==> src/rtl/uart_rx_deframer.sv <==
// uart_rx_deframer: 8N1 UART receiver with mid-bit sampling, framing-error detection and a byte FIFO
module uart_rx_deframer #(
    parameter int unsigned CLKS_PER_BIT = 434,
    parameter int unsigned FIFO_DEPTH   = 8
) (
    input  logic       clock_i,
    input  logic       resetn_i,
    input  logic       rxd_i,
    output logic [7:0] byte_data_o,
    output logic       byte_valid_o,
    input  logic       byte_ready_i,
    output logic       frame_err_o,
    output logic       overflow_o,
    output logic       busy_o
);

    localparam int AW = $clog2(FIFO_DEPTH);
    localparam int PW = AW + 1;
    localparam logic [15:0] HALF_M1 = 16'(CLKS_PER_BIT / 2 - 1);
    localparam logic [15:0] FULL_M1 = 16'(CLKS_PER_BIT - 1);

    typedef enum logic [2:0] {IDLE, START, DATA, STOP, WAIT_IDLE} state_e;

    state_e      state_q, state_d;
    logic [1:0]  sync_q;
    logic [15:0] cnt_q, cnt_d;
    logic [2:0]  idx_q, idx_d;
    logic [7:0]  shreg_q, shreg_d;
    logic [7:0]  mem_q [FIFO_DEPTH];
    logic [PW-1:0] wptr_q, rptr_q;
    logic        rx_s, push, pop, empty, full;

    assign rx_s = sync_q[1];
    assign empty = wptr_q == rptr_q;
    assign full = (wptr_q[AW] != rptr_q[AW]) && (wptr_q[AW-1:0] == rptr_q[AW-1:0]);
    assign pop = !empty && byte_ready_i;
    assign byte_valid_o = !empty;
    assign byte_data_o = mem_q[rptr_q[AW-1:0]];
    assign busy_o = state_q != IDLE;

    // Two-flop synchronizer, preset to idle-high so reset never looks like a start bit
    always_ff @(posedge clock_i or negedge resetn_i) begin
        if (!resetn_i) sync_q <= 2'b11;
        else           sync_q <= {sync_q[0], rxd_i};
    end

    // Receiver state, bit timer, bit index and shift register
    always_ff @(posedge clock_i or negedge resetn_i) begin
        if (!resetn_i) begin
            state_q <= IDLE;
            cnt_q   <= '0;
            idx_q   <= '0;
            shreg_q <= '0;
        end else begin
            state_q <= state_d;
            cnt_q   <= cnt_d;
            idx_q   <= idx_d;
            shreg_q <= shreg_d;
        end
    end

    // Frame decoding; a pop in the same cycle frees a slot for the stop-bit push
    always_comb begin
        state_d     = state_q;
        cnt_d       = cnt_q;
        idx_d       = idx_q;
        shreg_d     = shreg_q;
        push        = 1'b0;
        frame_err_o = 1'b0;
        overflow_o  = 1'b0;
        case (state_q)
            IDLE: begin
                if (!rx_s) begin
                    cnt_d   = HALF_M1;
                    state_d = START;
                end
            end
            START: begin
                if (cnt_q != '0) begin
                    cnt_d = cnt_q - 16'd1;
                end else if (rx_s) begin
                    state_d = IDLE;
                end else begin
                    cnt_d   = FULL_M1;
                    idx_d   = '0;
                    state_d = DATA;
                end
            end
            DATA: begin
                if (cnt_q != '0) begin
                    cnt_d = cnt_q - 16'd1;
                end else begin
                    shreg_d[idx_q] = rx_s;
                    cnt_d          = FULL_M1;
                    idx_d          = idx_q + 3'd1;
                    state_d        = (idx_q == 3'd7) ? STOP : DATA;
                end
            end
            STOP: begin
                if (cnt_q != '0) begin
                    cnt_d = cnt_q - 16'd1;
                end else if (rx_s) begin
                    push       = !full || pop;
                    overflow_o = full && !pop;
                    state_d    = IDLE;
                end else begin
                    frame_err_o = 1'b1;
                    state_d     = WAIT_IDLE;
                end
            end
            WAIT_IDLE: begin
                if (rx_s) state_d = IDLE;
            end
            default: state_d = IDLE;
        endcase
    end

    // Byte FIFO storage and pointers; the extra pointer MSB separates full from empty
    always_ff @(posedge clock_i or negedge resetn_i) begin
        if (!resetn_i) begin
            for (int i = 0; i < FIFO_DEPTH; i++) mem_q[i] <= '0;
            wptr_q <= '0;
            rptr_q <= '0;
        end else begin
            if (push) mem_q[wptr_q[AW-1:0]] <= shreg_q;
            wptr_q <= wptr_q + PW'(push);
            rptr_q <= rptr_q + PW'(pop);
        end
    end

endmodule

==> config.mk <==
export PLATFORM = sky130hd
export DESIGN_NAME = uart_rx_deframer
export DESIGN_NICKNAME = d
export VERILOG_FILES = /design/src/rtl/uart_rx_deframer.sv
export SDC_FILE = /design/constraint.sdc
export NUM_CORES = 1
export LEC_CHECK = 0
export BUFFER_PORTS_ARGS = -buffer_cell sky130_fd_sc_hd__buf_4
export CAP_MARGIN = 20
export CORE_MARGIN = 1
export CORE_UTILIZATION = 25
export DETAILED_ROUTE_END_ITERATION = 10
export GPL_ROUTABILITY_DRIVEN = 0
export PLACE_DENSITY_LB_ADDON = 0.1
export SLEW_MARGIN = 20
export SYNTH_ARGS = -nofsm -noshare
export SYNTH_HDL_FRONTEND = slang
export SYNTH_SLANG_ARGS = --single-unit
==> constraint.sdc <==
create_clock -name clock_i -period 2.7 [get_ports clock_i]
set_input_delay 0.27 -clock clock_i [delete_from_list [all_inputs] [get_ports clock_i]]
set_output_delay 0.27 -clock clock_i [all_outputs]
set_load 0.05 [all_outputs]
==> results.toml, run 1 <==
[drt]
first_pass_iters = 4
drt_iter0_markers = 160
drc_errors = 0
routed_via_density = 4.66
routed_wl_um = 12100
drtAntennaViolNets = 0
vias = 3265
wl_per_cell_um = 17.3

[timing]
finalHoldViolations = 0
drv_slew = 0
rsz0062_at_grt = "true"
fin_crit_sh_pct = 99.3
worst_pin_slew_ns = 0.570
layout_setup_ws_ns = 0.0196
finClkSkew_ns = 0.0112
relSlewSlack_pct = 61.0
finalSetupViolations = 0
fin_tns_setup_ns = 0
fmax_ghz = 0.373
holdWs_ns = 0.0281
period_needed_ns = 2.68

[final_layout]
nets = 443
fillers = 2003
layout-drive-gt1-share_pct = 26.7
fin_area_um2 = 6140
diodes = 0
area_delta_synth_final_pct = 19.8

[clock_network]
clockRootBuffer = "clkbuf_16"
clk_latency_ns = 0.36
cts_tree = "built"
clk_pin_slew_worst_paths_ns = 0.07
cts_buffers = 9
clock_path_buffers = 2
clock-sinks = 104
htreeDepth = 3

[power]
power_mw = 2.87
leakage_nw = 2.91
ir_drop_mv = 0.284
powerDensity_nw_per_um2 = 468

[logic_synthesis]
syn_nets = 400
postSynthAreaPerCell_um2 = 13.2
seq_area_frac_synth_pct = 50.9
yosysWarnings = 0
synth-main-ff-cell = "dfrtp_1"
yosysUniqueCellTypes = 62
synth_edf_count = 0
ys_ff_latch = 104
synth_area_um2 = 5120
synthCells = 388
async_flop_share_pct = 100

[global_routing]
grt-ovfl-total = 0
grt_start_max_net_pins = 56
antenna_found_initial = 0
globalRouteTotalUtil_pct = 12.6
grt_pass1_vias = 3467
grt_pass1_wl_um = 20300

[setup_path]
slowest_delay_ns = 0.51
cp_max_fo = 5
crit_chain = "inv_2 -> ha_1 -> or4b_4 -> buf_6 -> or4_4 -> nor3_4 -> buf_6"
cp.required_ns = 2.43
slowest_stage = "or4_4"
end_kind = "output pin"
crit_type = "flip-flop to output pin"
cp.arrival_ns = 2.41
critPathLaunchType = "flip-flop"
cp_common_cell = "buf_6"

[floorplanning]
io_pins = 16
core-area_um2 = 19800
dieArea_um2 = 21100
initial_utilization_pct = 25.9
rows = 51
die_w_um = 145
fp.dieH_um = 145

[placement]
place_hpwl_um = 8440
pre_cts_slack_ns = 0.106
io_buffers = 15
place_area_um2 = 5800

[flow_run]
cap_violations = 0

[run_status]
status = "complete, no violations"

[worst_hold_path]
min_path_type = "primary input to flip-flop"
[sequential cells by signal, indices dropped and copies added (netlist names)]
| register | cells |
|---|---|
| mem_q | 64 |
| cnt_q | 16 |
| shreg_q | 8 |
| rptr_q | 4 |
| wptr_q | 4 |
| idx_q | 3 |
| state_q | 3 |
| sync_q | 2 |
[cell type report]
class,instances,area [um2],area share [%]
flip-flops and latches,104,2610,42.4
clock buffers,10,239,3.89
repair buffers,56,480,7.83
well taps,265,332,5.40
multi-input cells,255,2420,39.5
clock inverters,5,40.0,0.652
inverters,5,18.8,0.306
[metal layers]
metal | global-route usage, % | share of wire, % | vias to the layer above
met5 | 0 | 0 | -
met4 | 3.84 | 1.3 | 0
met2 | 20.5 | 49 | 26
met1 | 16.4 | 47 | 1698
met3 | 3.05 | 2.3 | 13
li1 | - | - | 1528
[final timing paths]
path	start	end	slack (ns)	depth (start not counted)
worst max register to register	cnt_q[5]$_DFFE_PN0P_	mem_q[19]$_DFFE_PN0P_	0.15	7
max in group asynchronous	resetn_i	sync_q[0]$_DFF_PN1_	1.58	3
worst min-delay path	rxd_i	sync_q[0]$_DFF_PN1_	0.03	1
min in group asynchronous	resetn_i	mem_q[62]$_DFFE_PN0P_	0.34	2
worst max-delay path	cnt_q[0]$_DFFE_PN0P_	frame_err_o	0.02	7
worst min register to register	sync_q[0]$_DFF_PN1_	sync_q[1]$_DFF_PN1_	0.36	0
[report_power, final]
part           total (mW)  internal, mW  leakage (nW)  switching, mW
Combinational      0.0522        0.0108          1.35         0.0414
Clock                1.26         0.653         0.128          0.610
Sequential           1.56          1.56          1.43       0.000527
Total                2.87          2.22          2.91          0.651
[layout by cell type, fill, tap and decap left out, types with 8 or more instances in the layout]
cell,n
a21oi_1,14
buf_4,49
clkbuf_16,9
dfrtp_1,102
ha_1,8
mux2_1,71
mux2_2,8
mux4_2,16
nand2_1,14
nor2_1,20
xnor2_1,14
[worst max-delay path, delay by kind of cell, from the launching register on]
kind                       cells  cell delay, ns
adders and majority gates      1            0.13
DFF                            1            0.39
buffers and inverters          3            0.42
and+or+nand+nor                3            1.12
[per-stage QoR]
step | std cells | utilization, %
final | 700 | 31.0
after global routing | 700 | 31.0
after CTS | 698 | 30.9
after detailed placement | 681 | 29.3
after global placement | 681 | 29.3
after floorplan | 388 | -
[cells by family after synthesis]
logic type | share of synthesized area (%)
DFF | 50.9
and+or+nand+nor | 10.3
AOI/OAI and AO/OA | 7.08
adders and majority gates | 1.95
muxes | 24.6
buffers and inverters | 2.47
xor gates and xnor gates | 2.74
[synth_stat cells, types with 2 or more instances]
library cell | count | area, um2
or4_1 | 8 | 60.1
buf_4 | 4 | 30.0
o22ai_1 | 5 | 31.3
nor3_1 | 5 | 25.0
buf_1 | 2 | 7.51
a211oi_1 | 3 | 22.5
o311ai_0 | 2 | 17.5
inv_1 | 5 | 18.8
ha_1 | 8 | 100
clkbuf_1 | 16 | 60.1
or2_1 | 2 | 12.5
mux4_2 | 16 | 360
a31oi_1 | 2 | 12.5
o21ai_1 | 2 | 10.0
mux2_1 | 71 | 800
xor2_1 | 2 | 17.5
nand3_1 | 5 | 25.0
a22oi_1 | 2 | 15.0
and2_1 | 2 | 12.5
mux2_2 | 8 | 90.1
nor3b_1 | 4 | 30.0
nor2_1 | 20 | 75.1
xnor2_1 | 14 | 123
nand2_1 | 14 | 52.6
a21oi_1 | 14 | 70.1
o21ai_0 | 3 | 15.0
o21a_1 | 2 | 15.0
buf_2 | 2 | 10.0
or3_1 | 4 | 25.0
a2111oi_0 | 2 | 17.5
dfstp_2 | 2 | 52.6
nand3b_1 | 4 | 30.0
and4b_1 | 2 | 20.0
dfrtp_1 | 102 | 2550
o31ai_1 | 2 | 15.0
[what timing repair did]
action	CTS	global route
buffers inserted	1	2
endpoints found under the hold margin	15	0
hold buffers	1	0
endpoints found under the setup margin	1	3
pin swaps	1	1
resized for setup	7	2
No activity file was read; power rests on OpenSTA's default activity.
==> run 2, diff against run 1 <==
Settings changed: PLACE_DENSITY from default to 0.43, PLACE_DENSITY_LB_ADDON 0.1 to default, SLEW_MARGIN 20 to default.
==> results.toml, run 2 (same netlist as run 1, synthesis figures left out) <==
[clock_network]
cts_buffers = 9
clk_pin_slew_worst_paths_ns = 0.08
cts_tree = "built"
clockRootBuffer = "clkbuf_16"
clk_latency_ns = 0.36
clock_path_buffers = 2
clock-sinks = 104
htreeDepth = 3

[drt]
drt_iter0_markers = 82
drc_errors = 0
drtAntennaViolNets = 0
routed_via_density = 4.67
routed_wl_um = 11500
wl_met1_um = 5610
wl_per_cell_um = 16.5
first_pass_iters = 4
vias = 3235
wl_met3_um = 238
routed.top_layer = "met4"
wl_met2_um = 5490

[timing]
finClkSkew_ns = 0.0117
fin_crit_sh_pct = 100
layout_setup_ws_ns = -0.000388
period_needed_ns = 2.70
relSlewSlack_pct = 51.7
fmax_ghz = 0.370
drv_slew = 0
finalHoldViolations = 0
rsz0062_at_grt = "true"
worst_pin_slew_ns = 0.720
finalSetupViolations = 1

[placement]
dp_cells = 676
io_buffers = 15
place_hpwl_um = 7990
pre_cts_slack_ns = -0.0551

[setup_path]
r2r_slack_ns = 0.05
r2r-start = "cnt_q[5]$_DFFE_PN0P_"
critPathTopFamily = "simple AND/OR/NAND/NOR gates"
crit_chain = "or4_4 -> buf_6 -> or4_4 -> nor3_4 -> buf_6"
cp.arrival_ns = 2.43
crit_type = "flip-flop to output pin"
path_buf_inv = 2
cp.required_ns = 2.43
slowest_stage = "or4_4"
cp_num_cells = 5
critPathLaunchType = "flip-flop"
reg2reg_to = "mem_q[6]$_DFFE_PN0P_"
endpoint = "frame_err_o"
slowest_delay_ns = 0.58
crit_start = "cnt_q[8]$_DFFE_PN0P_"
end_kind = "output pin"
cp_max_fo = 9
reg2regPathDepth = 7

[global_routing]
grt_pass1_vias = 3488
grt-ovfl-total = 0
antenna_found_initial = 0
globalRouteTotalUtil_pct = 11.9
grt_start_max_net_pins = 49
grt_pass1_wl_um = 19500

[final_layout]
nets = 435
fillers = 1993
diodes = 0
area_delta_synth_final_pct = 19.8
most-common-layout-cells = "dfrtp_1, mux2_1, buf_4"
final_cells = 693
largest_register = "mem_q"
layout-drive-gt1-share_pct = 25.7
final_common_cell = "dfrtp_1"
utilization_pct = 31.0
multi_input_area_um2 = 2440
reg_top3 = "mem_q (64), cnt_q (16), shreg_q (8)"
register_area_um2 = 2610
largest_reg_flops = 64

[worst_hold_path]
min_path_type = "primary input to flip-flop"

[floorplanning]
die_w_um = 145
fp.dieH_um = 145
dieArea_um2 = 21100
io_pins = 16
core-area_um2 = 19800
rows = 51
initial_utilization_pct = 25.9

[power]
ir_drop_mv = 0.315
leakage_nw = 2.89
powerDensity_nw_per_um2 = 488

[flow_run]
cap_violations = 0

[run_status]
status = "finished, violations left"
violations = "setup timing"
==> run 2: cell types whose count changed in the layout (fill, tap and decap cells not counted) <==
cell        delta
bufinv_16      +1
nand3b_4       +1
inv_8          +1
clkinv_8       +1
clkbuf_8       -1
nand3b_2       -1
o311a_1        -1
o311a_4        +1
buf_6          +1
clkinvlp_4     -1
buf_4          -9
==> run 2: timing repair <==
item	CTS	global route
pin swaps	1	0
resized for setup	9	3
setup endpoints to repair	18	17
buffers inserted	0	0
gates cloned	0	0
hold buffers	1	0
hold endpoints to repair	46	0
==> run 2: routing by layer <==
metal / vias to the layer above / track usage, %
met5: - / 0
met4: 0 / 3.79
met3: 10 / 2.64
met2: 33 / 19.2
met1: 1674 / 15.8
li1: 1518 / -
==> run 2: how the worst min path moves through the flow <==
stage	cells after the start	slack, ns	to	from
finish	1	0.02	sync_q[0]$_DFF_PN1_	rxd_i
global route	1	0.007	sync_q[0]$_DFF_PN1_	rxd_i
CTS	1	0.004	sync_q[0]$_DFF_PN1_	rxd_i
detailed placement	0	0.35	sync_q[1]$_DFF_PN1_	sync_q[0]$_DFF_PN1_
global placement	1	0.35	mem_q[29]$_DFFE_PN0P_	resetn_i
floorplan	0	-0.03	cnt_q[0]$_DFFE_PN0P_	resetn_i
==> run 2: stage by stage <==
| stage | TNS, ns | cell area [um2] | power (mW) | hold WS (ns) |
|---|---|---|---|---|
| after global routing | -0.320 | 6140 | 3.12 | 0.00695 |
| after CTS | 0 | 6130 | 3.05 | 0.00421 |
| after detailed placement | -0.534 | 5760 | 1.64 | 0.347 |
| final | -0.000388 | 6140 | 3.00 | 0.0202 |
| after global placement | -0.443 | 5760 | 1.64 | 0.346 |
| after floorplan | 0 | 5130 | 1.60 | -0.0256 |
==> run 2: final cells by class <==
cell class | count | area share, %
repair buffers | 48 | 6.91
clock buffers | 9 | 3.67
well taps | 265 | 5.40
multi-input cells | 255 | 39.8
inverters | 5 | 0.306
flip-flops and latches | 104 | 42.4
clock inverters | 7 | 1.47
==> run 2: report_power, final <==
| part | switching [mW] | leakage (nW) | internal, mW |
|---|---|---|---|
| clock network | 0.646 | 0.147 | 0.741 |
| registers | 0.000519 | 1.43 | 1.56 |
| logic | 0.0409 | 1.32 | 0.00977 |
| total | 0.687 | 2.89 | 2.31 |
==> run 3, diff against run 2 <==
Settings changed: CORE_ASPECT_RATIO from default to 0.9.
==> results.toml, run 3 (same netlist as run 1, synthesis figures left out) <==
[clock_network]
cts_buffers = 9
htreeDepth = 3
clock-sinks = 104
clock_path_buffers = 2
clockRootBuffer = "clkbuf_16"
cts_tree = "built"
clk_pin_slew_worst_paths_ns = 0.07
clk_latency_ns = 0.35

[power]
power_mw = 2.91
leakage_nw = 2.91
powerDensity_nw_per_um2 = 475
ir_drop_mv = 0.290

[setup_path]
slowest_delay_ns = 0.56
cp_common_cell = "or4_4"
cp_num_cells = 5
reg2reg_to = "cnt_q[4]$_DFFE_PN0P_"
crit_start = "cnt_q[11]$_DFFE_PN0P_"
cp_max_fo = 6
path_buf_inv = 2
crit_chain = "or4_4 -> buf_4 -> or4_4 -> nor3_4 -> buf_6"
cp.arrival_ns = 2.37
critPathTopFamily = "simple AND/OR/NAND/NOR gates"
endpoint = "frame_err_o"
reg2regPathDepth = 8
end_kind = "output pin"
cp.required_ns = 2.43
critPathLaunchType = "flip-flop"
r2r-start = "cnt_q[0]$_DFFE_PN0P_"
slowest_stage = "or4_4"
crit_type = "flip-flop to output pin"
r2r_slack_ns = 0.15

[final_layout]
nets = 439
fillers = 2019
fin_area_um2 = 6130
largest_reg_flops = 64
area_delta_synth_final_pct = 19.7
final_common_cell = "dfrtp_1"
layout-drive-gt1-share_pct = 26.4
largest_register = "mem_q"
final_cells = 687
diodes = 0
most-common-layout-cells = "dfrtp_1, mux2_1, buf_4"
reg_top3 = "mem_q (64), cnt_q (16), shreg_q (8)"

[timing]
finalHoldViolations = 0
fin_crit_sh_pct = 97.6
fmax_ghz = 0.379
worst_pin_slew_ns = 0.523
finalSetupViolations = 0
relSlewSlack_pct = 64.2
period_needed_ns = 2.64
drv_slew = 0
finClkSkew_ns = 0.00704
fin_tns_setup_ns = 0
rsz0062_at_grt = "false"

[drt]
routed_via_density = 4.74
first_pass_iters = 4
routed_wl_um = 11400
vias = 3256
drt_iter0_markers = 96
drtAntennaViolNets = 0
drc_errors = 0
wl_per_cell_um = 16.6

[worst_hold_path]
min_path_type = "primary input to flip-flop"

[flow_run]
cap_violations = 0

[run_status]
status = "complete, no violations"

[floorplanning]
dieArea_um2 = 21100
initial_utilization_pct = 25.6
die_w_um = 153
core-area_um2 = 20000
io_pins = 16
rows = 49
fp.dieH_um = 138

[global_routing]
antenna_found_initial = 0
grt_pass1_vias = 3450
grt_start_max_net_pins = 65
globalRouteTotalUtil_pct = 11.9
grt-ovfl-total = 0
grt_pass1_wl_um = 19100

[placement]
place_area_um2 = 5770
place_hpwl_um = 7760
dp_cells = 669
io_buffers = 15
-- run 3: changes by cell type in the layout (fill, tap and decap cells not counted), moves of 2 or more --
cell	delta
buf_4	+6
buf_6	-2
clkinv_4	+2
clkinvlp_4	-2
inv_1	+2
inv_2	-2
-- run 3: how the worst min path moves through the flow --
stage | endpoint | cells after the start | slack (ns) | startpoint
2_1_floorplan | cnt_q[0]$_DFFE_PN0P_ | 0 | -0.03 | resetn_i
3_3_place_gp | mem_q[21]$_DFFE_PN0P_ | 1 | 0.30 | resetn_i
3_5_place_dp | mem_q[21]$_DFFE_PN0P_ | 1 | 0.31 | resetn_i
4_1_cts | sync_q[0]$_DFF_PN1_ | 1 | 0.002 | rxd_i
5_1_grt | sync_q[0]$_DFF_PN1_ | 1 | 0.004 | rxd_i
6_report | sync_q[0]$_DFF_PN1_ | 1 | 0.02 | rxd_i
-- run 3: repair_timing --
item | in CTS | in global routing
resized for setup | 6 | 3
pin swaps | 1 | 1
hold buffers | 1 | 0
endpoints found under the hold margin | 40 | 0
setup endpoints to repair | 1 | 7
setup buffers | 1 | 1
-- run 3: worst reg2reg max path: stages (launching register included) --
cell and delay (ns):
dfrtp_1 0.38, inv_1 0.11, ha_1 0.14, or4b_4 0.50, buf_4 0.18, o41ai_4 0.51, a21o_2 0.23, nor3_1 0.05
or3b_1 0.34
-- run 3: per-stage QoR --
step	hold slack (ns)	setup slack, ns	utilization [%]
after global routing	0.00367	0.000293	30.6
after CTS	0.00168	0.0120	30.4
after floorplan	-0.0256	0.00706	-
after detailed placement	0.306	0.0484	28.8
final	0.0217	0.0637	30.6
after global placement	0.295	0.0705	28.8
-- run 3: per-layer routing --
metal | vias to the layer above | share of wire [%] | track usage, % | routed length (um)
li1 | 1529 | - | - | -
met1 | 1683 | 50 | 15.8 | 5730
met2 | 30 | 46 | 19.0 | 5250
met3 | 14 | 2.4 | 2.74 | 270
met4 | 0 | 1.4 | 4.32 | 163
met5 | - | 0 | 0 | 0
-- run 3: report_power, final --
part	switching, mW	internal [mW]	total, mW
combinational	0.0403	0.00983	0.0502
clock	0.625	0.674	1.30
sequential	0.000499	1.56	1.56
total	0.666	2.24	2.91
-- run 3: area by class of cell --
cell class | count | area, um2 | area share (%)
flip-flops and latches | 104 | 2610 | 42.5
clock buffers | 10 | 239 | 3.90
clock inverters | 6 | 57.6 | 0.939
multi-input cells | 255 | 2440 | 39.9
inverters | 5 | 18.8 | 0.306
well taps | 255 | 319 | 5.21
repair buffers | 52 | 447 | 7.29
